### config.mk
export PLATFORM = sky130hd
export DESIGN_NAME = ysyx_22040931_mem_arb
export DESIGN_NICKNAME = d
export VERILOG_FILES = /design/src/rtl/ysyx_22040931_mem_arb.sv
export SDC_FILE = /design/constraint.sdc
export NUM_CORES = 1
export LEC_CHECK = 0
export CORE_AREA = 5 5 171 173
export DETAILED_ROUTE_END_ITERATION = 16
export DIE_AREA = 0 0 176 178
export PLACE_DENSITY_LB_ADDON = 0.3
export SETUP_SLACK_MARGIN = 0.4
export SLEW_MARGIN = 15
export SYNTH_ARGS = -nofsm -noshare
export SYNTH_HDL_FRONTEND = slang
export SYNTH_SLANG_ARGS = --single-unit
### constraint.sdc
create_clock -name clock -period 3.1 [get_ports clock]
set_clock_uncertainty 0.15 [all_clocks]
set_input_delay 0.62 -clock clock [delete_from_list [all_inputs] [get_ports clock]]
set_output_delay 0.62 -clock clock [all_outputs]
set_load 0.05 [all_outputs]
### src/rtl/ysyx_22040931_mem_arb.sv
// IF / LS arbiter sharing one memory port. One transaction in flight; owner gets the response.
// Build option YSYX_22040931_ARB_RR_EN: round-robin instead of LS priority with starvation guard.
module ysyx_22040931_mem_arb #(
  parameter int ADDR_W     = 32,
  parameter int DATA_W     = 64,
  parameter int STARVE_MAX = 3
) (
  input  logic                clock,
  input  logic                reset,
  input  logic                if_req_valid,
  output logic                if_req_ready,
  input  logic [ADDR_W-1:0]   if_req_addr,
  output logic                if_rsp_valid,
  input  logic                if_rsp_ready,
  output logic [DATA_W-1:0]   if_rsp_data,
  input  logic                ls_req_valid,
  output logic                ls_req_ready,
  input  logic [ADDR_W-1:0]   ls_req_addr,
  input  logic                ls_req_wr,
  input  logic [DATA_W-1:0]   ls_req_wdata,
  input  logic [DATA_W/8-1:0] ls_req_wmask,
  output logic                ls_rsp_valid,
  input  logic                ls_rsp_ready,
  output logic [DATA_W-1:0]   ls_rsp_data,
  output logic                mem_req_valid,
  input  logic                mem_req_ready,
  output logic [ADDR_W-1:0]   mem_req_addr,
  output logic                mem_req_wr,
  output logic [DATA_W-1:0]   mem_req_wdata,
  output logic [DATA_W/8-1:0] mem_req_wmask,
  input  logic                mem_rsp_valid,
  output logic                mem_rsp_ready,
  input  logic [DATA_W-1:0]   mem_rsp_data
);

  localparam int MASK_W = DATA_W / 8;

  localparam logic [1:0] S_IDLE = 2'd0;
  localparam logic [1:0] S_REQ  = 2'd1;
  localparam logic [1:0] S_RSP  = 2'd2;

  localparam logic OWN_LS = 1'b0;
  localparam logic OWN_IF = 1'b1;

  typedef struct packed {
    logic [ADDR_W-1:0] addr;
    logic              wr;
    logic [DATA_W-1:0] wdata;
    logic [MASK_W-1:0] wmask;
  } mem_req_t;

  logic [1:0] state, state_nxt;
  logic       owner;
  mem_req_t   req_q, req_d;
  logic       idle_en, if_win, ls_win, grant;
  logic       in_rsp, owner_rdy;

  // Gating with reset keeps the ready pulses low while reset is held.
  assign idle_en = (state == S_IDLE) && reset;

`ifdef YSYX_22040931_ARB_RR_EN
  logic last_owner;

  always_comb begin
    if_win = if_req_valid;
    if (if_req_valid && ls_req_valid) if_win = (last_owner == OWN_LS);
  end

  // Starts as IF so the first contested grant after reset still goes to LS.
  always_ff @(posedge clock or negedge reset) begin
    if (!reset)     last_owner <= OWN_IF;
    else if (grant) last_owner <= if_win ? OWN_IF : OWN_LS;
  end
`else
  localparam logic [3:0] STARVE_LIM = 4'(STARVE_MAX);
  logic [3:0] starve_cnt;

  assign if_win = if_req_valid && (!ls_req_valid || starve_cnt == STARVE_LIM);

  always_ff @(posedge clock or negedge reset) begin
    if (!reset) starve_cnt <= '0;
    else if (grant) begin
      if (if_req_valid && !if_win) starve_cnt <= starve_cnt + 4'd1;
      else                         starve_cnt <= '0;
    end
  end
`endif

  assign ls_win       = ls_req_valid && !if_win;
  assign grant        = idle_en && (if_win || ls_win);
  assign if_req_ready = idle_en && if_win;
  assign ls_req_ready = idle_en && ls_win;

  always_comb begin
    req_d = '0;
    if (if_win) begin
      req_d.addr = if_req_addr;
    end else begin
      req_d.addr  = ls_req_addr;
      req_d.wr    = ls_req_wr;
      req_d.wdata = ls_req_wdata;
      req_d.wmask = ls_req_wr ? ls_req_wmask : '0;
    end
  end

  always_comb begin
    state_nxt = state;
    case (state)
      S_IDLE:  if (grant)                          state_nxt = S_REQ;
      S_REQ:   if (mem_req_ready)                  state_nxt = S_RSP;
      S_RSP:   if (mem_rsp_valid && mem_rsp_ready) state_nxt = S_IDLE;
      default:                                     state_nxt = S_IDLE;
    endcase
  end

  always_ff @(posedge clock or negedge reset) begin
    if (!reset) begin
      state <= S_IDLE;
      owner <= OWN_LS;
      req_q <= '0;
    end else begin
      state <= state_nxt;
      if (grant) begin
        owner <= if_win ? OWN_IF : OWN_LS;
        req_q <= req_d;
      end
    end
  end

  assign mem_req_valid = (state == S_REQ);
  assign mem_req_addr  = req_q.addr;
  assign mem_req_wr    = req_q.wr;
  assign mem_req_wdata = req_q.wdata;
  assign mem_req_wmask = req_q.wmask;

  // Response path is combinational; only the owner ever sees valid or data.
  assign in_rsp        = (state == S_RSP);
  assign owner_rdy     = (owner == OWN_IF) ? if_rsp_ready : ls_rsp_ready;
  assign mem_rsp_ready = in_rsp && owner_rdy;
  assign if_rsp_valid  = in_rsp && (owner == OWN_IF) && mem_rsp_valid;
  assign ls_rsp_valid  = in_rsp && (owner == OWN_LS) && mem_rsp_valid;
  assign if_rsp_data   = (in_rsp && owner == OWN_IF) ? mem_rsp_data : '0;
  assign ls_rsp_data   = (in_rsp && owner == OWN_LS) ? mem_rsp_data : '0;

endmodule

==> results of run 1 <==
==> per-layer routing <==
| metal | vias up | global-route usage, % | share of wire (%) |
|---|---|---|---|
| li1 | 2811 | - | - |
| met1 | 2980 | 18.94 | 36 |
| met2 | 296 | 29.91 | 51 |
| met3 | 22 | 9.496 | 12 |
| met4 | 6 | 4.191 | 1.6 |
| met5 | - | 0 | 0.14 |
==> cell usage in the layout (no fill, tap or decap), types with 4 or more instances in the layout <==
cell and count:
and2_1 131, clkdlybuf4s50_1 312, o21ai_0 33, a31oi_1 32
inv_1 4, buf_4 9, buf_12 139, dfrtp_1 111
nand3_1 42, a22o_1 64, o2bb2ai_1 9, o21ai_1 5
clkbuf_16 11, a21oi_1 32
==> power by group through the flow <==
stage	sequential, uW	clock, uW	combinational [uW]
floorplan	4970	0	2140
global placement	2620	0	7850
detailed placement	2630	0	7890
CTS	2610	1220	7900
global route	2710	1280	8180
finish	2610	1170	7880
==> layout make-up <==
| type | instances | area, sq um |
|---|---|---|
| fillers | 2587 | 15400 |
| clock inverters | 6 | 61.31 |
| inverters | 4 | 15.01 |
| flip-flops and latches | 112 | 2804 |
| well taps | 346 | 432.9 |
| repair buffers | 463 | 6032 |
| clock buffers | 10 | 239.0 |
| multi-input cells | 379 | 2482 |
| diodes | 2 | 5.005 |
==> critical path, stage by stage <==
cell,delay (ns)
clkdlybuf4s50_1,0.62
nand4bb_2,0.17
a21oi_2,0.28
buf_12,0.18
==> state kept, by name (all words and copies together) (netlist names) <==
| signal | count |
|---|---|
| starve_cnt | 4 |
| mem_req_addr | 32 |
| state | 2 |
| owner | 1 |
| mem_req_wdata | 64 |
| mem_req_wr | 1 |
| mem_req_wmask | 8 |
==> kinds of logic after synthesis <==
logic type	Yosys count	synth area share (%)
mux	1	0.1808
simple gates	196	21.49
compound gates	181	22.31
buf+inv	59	5.175
fa+ha+maj	1	0.2260
flops	112	50.62
==> metrics by stage <==
step	util, %	setup WS (ns)	std cells
2_1_floorplan	-	0.4795	550
3_3_place_gp	42.60	0.3665	1302
3_5_place_dp	42.60	0.3380	1302
4_1_cts	43.71	0.4116	1318
5_1_grt	43.93	0.4090	1322
6_report	43.93	0.4496	1322
==> path summary, 6_finish.rpt <==
path | slack, ns | cells past startpoint | from | to
min | 0.25 | 2 | reset | mem_req_wdata[56]$_DFFE_PN0P_
max reg2reg | 0.96 | 5 | starve_cnt[0]$_DFFE_PN0P_ | mem_req_wdata[7]$_DFFE_PN0P_
min reg2reg | 0.35 | 1 | mem_req_wmask[5]$_DFFE_PN0P_ | mem_req_wmask[5]$_DFFE_PN0P_
max in group asynchronous | 1.23 | 3 | reset | mem_req_addr[8]$_DFFE_PN0P_
max | 0.45 | 4 | if_req_valid | if_req_ready
min in group clock | 0.35 | 1 | mem_req_wmask[5]$_DFFE_PN0P_ | mem_req_wmask[5]$_DFFE_PN0P_
==> synthesized netlist by cell type (2+ instances only) <==
| library cell | count |
|---|---|
| nor3b_1 | 2 |
| nand3_1 | 42 |
| o21ai_0 | 33 |
| buf_2 | 13 |
| nor2_1 | 4 |
| nand2b_1 | 4 |
| a21oi_1 | 33 |
| clkbuf_1 | 35 |
| dfrtp_1 | 112 |
| buf_6 | 6 |
| and2_1 | 131 |
| or3b_1 | 2 |
| o21ai_1 | 5 |
| inv_1 | 4 |
| a22o_1 | 64 |
| a31oi_1 | 32 |
| o2bb2ai_1 | 9 |
| nand2_1 | 2 |
==> what timing repair did <==
| item | CTS | global route |
|---|---|---|
| pin swaps | 0 | 1 |
| resized for setup | 3 | 2 |
| setup endpoints to repair | 131 | 130 |
| cloned | 0 | 2 |
==> qor.txt, run 1 <==
Max_cap viols = 0
GRT Total Usage = 17.43%
DR WL/cell = 21.92 um
DRC = 0
Mapped Area = 0.005537 sq mm
Worst Tran Pin Value = 0.8687 ns
VDD IR max = 0.2993 mV
Hold slack = 0.2493 ns
RSZ-0062 raised after global routing = no
Starting Density = 20.15%
Syn_nets = 760
CTS tree = yes
Antenna Nets Post-Route = 0
Global-route wire length before repair = 41410 um
Die height = 178 um
H-Tree Level Count = 3
Power Internal = 5787 uW
Vias/cell = 4.626
Part of the power in registers = 22.4%
Critical path type = in -> out
Synth unique cells = 35
Setup TNS = 0 ns
Static leakage = 0.004909 uW
Core ar. = 0.02748 sq mm
CTS root buf = clkbuf_16
DR iter-0 viols = 238
Dpl hpwl = 22300 um
Slew Limit Headroom = 42.09%
Cts bufs inserted = 9
Post-layout min period = 2.650 ns
HP Class = in -> async
Register area share after synthesis = 50.62%
Site Rows = 61
Layout cells sized above 1 = 18.38%
Crit-path max FO = 9
Final instance area = 0.01207 sq mm
CTS sink cnt = 112
Switching part of the total power = 50.38%
Overall power = 11660 uW
Largest net degree at the start of global routing = 67
Clk buf depth = 2
Post-synth ARST share = 100.0%
Fin. max-slew vios = 0
Crit path launch type = input port
Synth warn = 0
Post-CTS Setup Inserts = 0
Top FF cell, synth = dfrtp_1
Initial antenna violation count = 6
Psw = 5876 uW
Gate power share = 67.6%
Final global-route overflow total = 0
Max Clock Freq = 377.3 MHz
Number of nets in the layout = 1179
Arr. time, crit path = 1.88 ns
DRT Pass-1 Iters = 4
Hold violation count in the final report = 0
Post-DP Area = 0.01171 sq mm
P&R area growth vs syn = 118.0%
Outcome = finished, final reports clean
Die Footprint = 0.03133 sq mm
Synthesized netlist cell count = 550
Synth top area cells = dfrtp_1 51%, and2_1 15%, a22o_1 10%, nand3_1 3.8%, a31oi_1 3.6%
Pwr/cell area = 966.2 mW/mm^2
Vias in the first global route = 6237
GPL Wtd Cong = 0.7651
Clk_lat worst skew = 0.35 ns
Number of synthesized register bits = 112
Final WL = 28980 um
Clock Power Share = 10.1%
Synth top area share = 50.62%
I/O pin cnt = 448
Crit end category = output port
Cell taking the most area after synthesis = dfrtp_1
# port buffers = 447
Hold-fix buffers, CTS = 0
Reg clk slew, reported paths = 0.09 ns
Die Width = 176 um
Setup violators final = 0
WP data required = 2.33 ns
Avg Cell Area, Syn = 10.07 sq um
EDFF count, synth = 0
Fin crit share = 85.50%
Total number of vias = 6115
(Power assumes the default switching activity.)
==> inputs of run 2 (changes only) <==
--- a/config.mk
+++ b/config.mk
@@ -5,6 +5,7 @@
 export SDC_FILE = /design/constraint.sdc
 export NUM_CORES = 1
 export LEC_CHECK = 0
+export ABC_AREA = 0
 export CORE_AREA = 5 5 171 173
 export DETAILED_ROUTE_END_ITERATION = 16
 export DIE_AREA = 0 0 176 178
==> results of run 2 <==
The final DEF is identical to that of run 1; final timing and power are the same.
